--- src/rtl/lsu_mem_access.sv ---
// Load/store stage: turns an execute result into at most one data-memory
// transaction and hands exactly one result per instruction to writeback.
//
// Ports
//   clk, rst               clock, synchronous active-high reset
//   in_*                   instruction from execute (valid/ready)
//   bus_*                  data-memory request (req/gnt) and response (rvalid/rdata)
//   wb_*                   result to writeback (valid/ready)
//   fault, fault_addr      misalignment report (only with LSU_MISALIGN_CHECK_EN)
//
// Optional feature macro: LSU_MISALIGN_CHECK_EN
//   When defined, misaligned H/W/D accesses skip the bus and complete with
//   fault=1.
//   When undefined, misaligned accesses are issued within one 8-byte word,
//   and any bytes beyond that word are dropped.
module lsu_mem_access #(
  parameter int unsigned XLEN      = 64,
  parameter int unsigned MEMOP_LEN = 4,
  parameter int unsigned REGW      = 5
) (
  input  logic                 clk,
  input  logic                 rst,
  input  logic                 in_valid,
  output logic                 in_ready,
  input  logic [XLEN-1:0]      in_alu_out,
  input  logic [XLEN-1:0]      in_rs2_data,
  input  logic [REGW-1:0]      in_rd_idx,
  input  logic [MEMOP_LEN-1:0] in_mem_op,
  output logic                 bus_req,
  input  logic                 bus_gnt,
  output logic                 bus_we,
  output logic [XLEN-1:0]      bus_addr,
  output logic [XLEN-1:0]      bus_wdata,
  output logic [7:0]           bus_wmask,
  input  logic                 bus_rvalid,
  input  logic [XLEN-1:0]      bus_rdata,
  output logic                 wb_valid,
  input  logic                 wb_ready,
  output logic [REGW-1:0]      wb_rd_idx,
  output logic [XLEN-1:0]      wb_data,
  output logic                 wb_wen
`ifdef LSU_MISALIGN_CHECK_EN
  ,
  output logic                 fault,
  output logic [XLEN-1:0]      fault_addr
`endif
);

  localparam int unsigned OFFW  = 3;
  localparam int unsigned MASKW = 8;

  typedef enum logic [1:0] {IDLE, REQ, WAIT, DONE} state_t;

  state_t state, state_nxt;

  // Decoded view of the incoming op
  logic            in_is_load, in_is_store, in_unsigned;
  logic [1:0]      in_size;
  logic [OFFW-1:0] in_off;
  logic            in_mis;

  // Captured load formatting controls
  logic            is_load_q, unsigned_q;
  logic [1:0]      size_q;
  logic [OFFW-1:0] off_q;

  logic [XLEN-1:0] load_shifted, load_fmt;

  assign in_off = in_alu_out[OFFW-1:0];

  // Op decode: size 0=B 1=H 2=W 3=D; codes 12-15 fall through as NONE
  always_comb begin
    in_is_load  = 1'b0;
    in_is_store = 1'b0;
    in_unsigned = 1'b0;
    in_size     = 2'd0;
    case (in_mem_op)
      MEMOP_LEN'(1):  begin in_is_load  = 1'b1; in_size = 2'd0; end
      MEMOP_LEN'(2):  begin in_is_load  = 1'b1; in_size = 2'd1; end
      MEMOP_LEN'(3):  begin in_is_load  = 1'b1; in_size = 2'd2; end
      MEMOP_LEN'(4):  begin in_is_load  = 1'b1; in_size = 2'd3; end
      MEMOP_LEN'(5):  begin in_is_load  = 1'b1; in_size = 2'd0; in_unsigned = 1'b1; end
      MEMOP_LEN'(6):  begin in_is_load  = 1'b1; in_size = 2'd1; in_unsigned = 1'b1; end
      MEMOP_LEN'(7):  begin in_is_load  = 1'b1; in_size = 2'd2; in_unsigned = 1'b1; end
      MEMOP_LEN'(8):  begin in_is_store = 1'b1; in_size = 2'd0; end
      MEMOP_LEN'(9):  begin in_is_store = 1'b1; in_size = 2'd1; end
      MEMOP_LEN'(10): begin in_is_store = 1'b1; in_size = 2'd2; end
      MEMOP_LEN'(11): begin in_is_store = 1'b1; in_size = 2'd3; end
      default: ;
    endcase
  end

`ifdef LSU_MISALIGN_CHECK_EN
  // Natural alignment check for H/W/D memory ops
  always_comb begin
    in_mis = 1'b0;
    if (in_is_load || in_is_store) begin
      case (in_size)
        2'd1:    in_mis = in_off[0];
        2'd2:    in_mis = |in_off[1:0];
        2'd3:    in_mis = |in_off;
        default: in_mis = 1'b0;
      endcase
    end
  end
`else
  assign in_mis = 1'b0;
`endif

  // State register
  always_ff @(posedge clk) begin
    if (rst) state <= IDLE;
    else     state <= state_nxt;
  end

  // Next-state logic
  always_comb begin
    state_nxt = state;
    case (state)
      IDLE: if (in_valid) begin
              if (!(in_is_load || in_is_store) || in_mis) state_nxt = DONE;
              else                                        state_nxt = REQ;
            end
      REQ:  if (bus_gnt)    state_nxt = WAIT;
      WAIT: if (bus_rvalid) state_nxt = DONE;
      DONE: if (wb_ready)   state_nxt = IDLE;
      default: state_nxt = IDLE;
    endcase
  end

  // Align and extend the returned word
  always_comb begin
    load_shifted = bus_rdata >> {off_q, 3'b000};
    load_fmt     = load_shifted;
    case (size_q)
      2'd0: load_fmt = unsigned_q ? XLEN'(load_shifted[7:0])
                                  : {{(XLEN-8){load_shifted[7]}}, load_shifted[7:0]};
      2'd1: load_fmt = unsigned_q ? XLEN'(load_shifted[15:0])
                                  : {{(XLEN-16){load_shifted[15]}}, load_shifted[15:0]};
      2'd2: load_fmt = unsigned_q ? XLEN'(load_shifted[31:0])
                                  : {{(XLEN-32){load_shifted[31]}}, load_shifted[31:0]};
      default: load_fmt = load_shifted;
    endcase
  end

  // Registered outputs follow the next state; datapath captured in IDLE
  always_ff @(posedge clk) begin
    if (rst) begin
      in_ready   <= 1'b1;
      bus_req    <= 1'b0;
      bus_we     <= 1'b0;
      bus_addr   <= '0;
      bus_wdata  <= '0;
      bus_wmask  <= '0;
      wb_valid   <= 1'b0;
      wb_rd_idx  <= '0;
      wb_data    <= '0;
      wb_wen     <= 1'b0;
      is_load_q  <= 1'b0;
      unsigned_q <= 1'b0;
      size_q     <= 2'd0;
      off_q      <= '0;
`ifdef LSU_MISALIGN_CHECK_EN
      fault      <= 1'b0;
      fault_addr <= '0;
`endif
    end else begin
      in_ready <= (state_nxt == IDLE);
      bus_req  <= (state_nxt == REQ);
      wb_valid <= (state_nxt == DONE);

      if (state == IDLE && in_valid) begin
        bus_we     <= in_is_store;
        bus_addr   <= {in_alu_out[XLEN-1:OFFW], OFFW'(0)};
        bus_wdata  <= in_rs2_data << {in_off, 3'b000};
        case (in_size)
          2'd0:    bus_wmask <= MASKW'(8'h01 << in_off);
          2'd1:    bus_wmask <= MASKW'(8'h03 << in_off);
          2'd2:    bus_wmask <= MASKW'(8'h0F << in_off);
          default: bus_wmask <= MASKW'(8'hFF);
        endcase
        wb_rd_idx  <= in_rd_idx;
        wb_data    <= (in_is_load || in_is_store) ? '0 : in_alu_out;
        wb_wen     <= !in_is_store && !in_mis;
        is_load_q  <= in_is_load;
        unsigned_q <= in_unsigned;
        size_q     <= in_size;
        off_q      <= in_off;
`ifdef LSU_MISALIGN_CHECK_EN
        fault      <= in_mis;
        fault_addr <= in_mis ? in_alu_out : '0;
`endif
      end

      if (state == WAIT && bus_rvalid && is_load_q) wb_data <= load_fmt;

`ifdef LSU_MISALIGN_CHECK_EN
      if (state == DONE && wb_ready) fault <= 1'b0;
`endif
    end
  end

endmodule

--- config.mk ---
export PLATFORM = sky130hd
export DESIGN_NAME = lsu_mem_access
export DESIGN_NICKNAME = d
export VERILOG_FILES = /design/src/rtl/lsu_mem_access.sv
export SDC_FILE = /design/constraint.sdc
export NUM_CORES = 1
export LEC_CHECK = 0
export ABC_AREA = 1
export BUFFER_PORTS_ARGS = -buffer_cell sky130_fd_sc_hd__buf_2
export CORE_AREA = 2 2 160 162
export DETAILED_ROUTE_END_ITERATION = 10
export DIE_AREA = 0 0 162 164
export PLACE_DENSITY = 0.79
export SLEW_MARGIN = 20
export SYNTH_ARGS = -nofsm -noshare
export SYNTH_HDL_FRONTEND = slang
export SYNTH_SLANG_ARGS = --single-unit
--- constraint.sdc ---
create_clock -name clk -period 5.35 [get_ports clk]
set_input_delay 1.07 -clock clk [delete_from_list [all_inputs] [get_ports clk]]
set_output_delay 1.07 -clock clk [all_outputs]
set_load 0.02 [all_outputs]
==> flow_metrics.py <==
metrics = {
    "finish": {
        "drive_gt1_share_pct": 23.21,
        "final_area_um2": 14860,
        "fin_nets": 2428,
        "syn2layout_area_growth_pct": 20.90,
        "mostFrequentLayoutCells": "nand2_1, buf_2, o21ai_0",
        "final_common_cell": "nand2_1",
        "fillers": 2471,
    },
    "routing": {
        "vias": 14610,
        "drt_iter0_drc": 1615,
        "wl_per_cell_um": 18.61,
        "postRouteAntennaNets": 0,
        "via_per_inst": 5.687,
        "drcViolationCount": 0,
        "routed_wl_mm": 47.78,
        "drt_pass1_iterations": 6,
    },
    "global_route": {
        "grt_use_total_pct": 34.30,
        "grtUsageMet1_pct": 40.09,
        "grt_max_degree": 102,
        "grt_pass1_wl_mm": 72.36,
        "grt_use_met2_pct": 59.56,
        "grt_busiest_layer": "met2",
        "antenna_found_initial": 5,
        "overflow": 0,
        "grt_pass1_vias": 13380,
        "use_met3_pct": 7.626,
    },
    "synthesis": {
        "yosysWarnings": 0,
        "netlist_instances": 1923,
        "synth-seq-cells": 216,
        "netlist_area_um2": 12290,
        "synth_cell_types": 43,
        "synth_area_per_cell_um2": 6.390,
        "seq_area_frac_synth_pct": 35.19,
    },
    "worst_setup_path": {
        "endpoint_kind": "register",
        "critical_path_arrival_ps": 3960,
        "slowest_stage": "clkinv_2",
        "max_stage_delay_ps": 930,
        "critPathKind": "register to register",
        "critPathRequiredTime_ps": 5770,
        "worstPathMaxFanout": 71,
        "critPathLaunchType": "register",
        "path_cells": "buf_4 -> clkinv_2 -> nand2_1 -> nand3_1 -> nand3_1 -> nand2_2 -> nand2_4 -> nand2_4 -> o21ai_2 -> a21oi_2",
    },
    "run": {
        "maxCapViolCount": 0,
    },
    "clocking": {
        "ctsHoldBuffers": 0,
        "cts_tree": "done",
        "path_clk_slew_ps": 60,
        "htreeDepth": 1,
        "cts_buffer_depth": 3,
        "root_buffer": "clkbuf_16",
        "clock_latency_ps": 550,
        "cts_made_buffers": 25,
        "postCtsSetupBuffers": 0,
        "ctsResizeCount": 0,
        "cts.sink_count": 216,
    },
    "sta": {
        "slew_headroom_pct": 32.46,
        "hold_ws_ps": 466.6,
        "hold_viol": 0,
        "worst_pin_slew_ps": 1011,
        "setup_tns_ps": 0,
        "drv_slew": 0,
        "layout_min_cycle_time_ps": 3543,
        "setup_viol": 0,
        "layout_worst_path_cycle_share_pct": 66.22,
        "fmax_ghz": 0.2823,
        "rsz0062_at_grt": "false",
        "fin_skew_ps": 8.237,
    },
    "place": {
        "gp_congestion": 0.9874,
        "dp_hpwl_mm": 34.48,
        "placed_cell_area_um2": 14090,
        "io_buffers": 413,
    },
    "floorplanning": {
        "num_io_pins": 417,
        "fp.dieArea_um2": 26570,
        "start_util_pct": 49.51,
        "die_w_um": 162,
        "coreArea_um2": 24820,
        "die_h_um": 164,
        "num_rows": 58,
    },
    "power": {
        "p_per_area_nw_per_um2": 338.4,
        "p_leak_nw": 7.516,
        "irDropWorstVdd_mv": 0.1961,
        "power_mw": 5.027,
    },
    "hold_path": {
        "hold_path_class": "register to register",
    },
    "status": {
        "status": "completed",
    },
}
critical path: cells and delay by family, from the launching register on:
| family | cells | cell delay (ps) |
|---|---|---|
| compound gates | 2 | 280 |
| buf+inv | 2 | 1430 |
| flops | 1 | 320 |
| simple gates | 6 | 1320 |
registers in the layout, summed over array words and instances (netlist names):
| register | cells |
|---|---|
| off_q | 3 |
| size_q | 2 |
| in_ready | 1 |
| bus_we | 1 |
| bus_wdata | 64 |
| unsigned_q | 1 |
| bus_addr | 61 |
| wb_data | 64 |
| bus_wmask | 8 |
| wb_valid | 1 |
| wb_rd_idx | 5 |
| wb_wen | 1 |
| bus_req | 1 |
| is_load_q | 1 |
| state | 2 |
report_power, final:
part	switching (mW)	internal [mW]
Sequential	0.0961	1.78
Combinational	1.07	0.451
Clock	0.718	0.916
cell type report:
type	count	area [µm²]	share of cell area, %
Multi-Input combinational cell	1453	6804	45.80
Sequential cell	216	4324	29.11
Timing Repair Buffer	428	2180	14.67
Clock buffer	34	699.4	4.708
Tap cell	330	412.9	2.779
Inverter	96	369.1	2.484
Clock inverter	9	62.56	0.4211
Antenna cell	2	5.005	0.03369
metal layers:
| metal | share of wire [%] | vias up | routed length [µm] |
|---|---|---|---|
| li1 | - | 6948 | - |
| met1 | 37 | 6691 | 17720 |
| met2 | 48 | 824 | 22880 |
| met3 | 10 | 136 | 4875 |
| met4 | 4.7 | 6 | 2258 |
| met5 | 0.092 | - | 44 |
final timing paths:
kind | start | endpoint | depth (start not counted) | slack [ps]
worst max-delay path | off_q[0] | wb_data[21] | 10 | 1810
worst max register to register | off_q[0] | wb_data[21] | 10 | 1810
worst min-delay path | bus_wdata[17] | bus_wdata[17] | 2 | 470
worst min register to register | bus_wdata[17] | bus_wdata[17] | 2 | 470
cell families after synthesis:
| family | after synthesis | share of synthesized area (%) |
|---|---|---|
| adders and majority gates | 1 | 0.1018 |
| muxes | 14 | 1.140 |
| AOI/OAI and AO/OA | 461 | 21.05 |
| other | 1 | 0.03052 |
| and+or+nand+nor | 974 | 32.81 |
| buffers and inverters | 256 | 9.683 |
| DFF | 216 | 35.19 |
through the flow:
stage                     util [%]  setup WS (ps)  instances
final                        59.86           1807       2568
after global routing         59.85           1561       2567
after CTS                    59.83           2227       2566
after detailed placement     56.76           1760       2523
after global placement       56.76           1783       2523
after floorplan                  -           2763       1925
cell usage after synthesis (all sizes together):
master	instances	area share, %
buf	95	4.7
o22ai	4	0.20
o21ai	261	11
a31oi	16	0.81
clkinv	1	0.031
o211ai	11	0.67
a32oi	1	0.071
nor3	3	0.12
conb	1	0.031
a2bb2oi	8	0.57
ha	1	0.10
nand2	575	18
nand3	148	6.4
or2	1	0.051
a22oi	28	1.7
a21oi	123	5.4
o2bb2ai	3	0.21
a221oi	3	0.21
o311ai	1	0.071
a41oi	1	0.071
clkbuf	65	2.0
inv	95	2.9
mux2i	14	1.1
nor2	211	6.6
nand4	36	1.9
a211oi	1	0.061
dfxtp	216	35
Power figures use the tool's default switching activity.
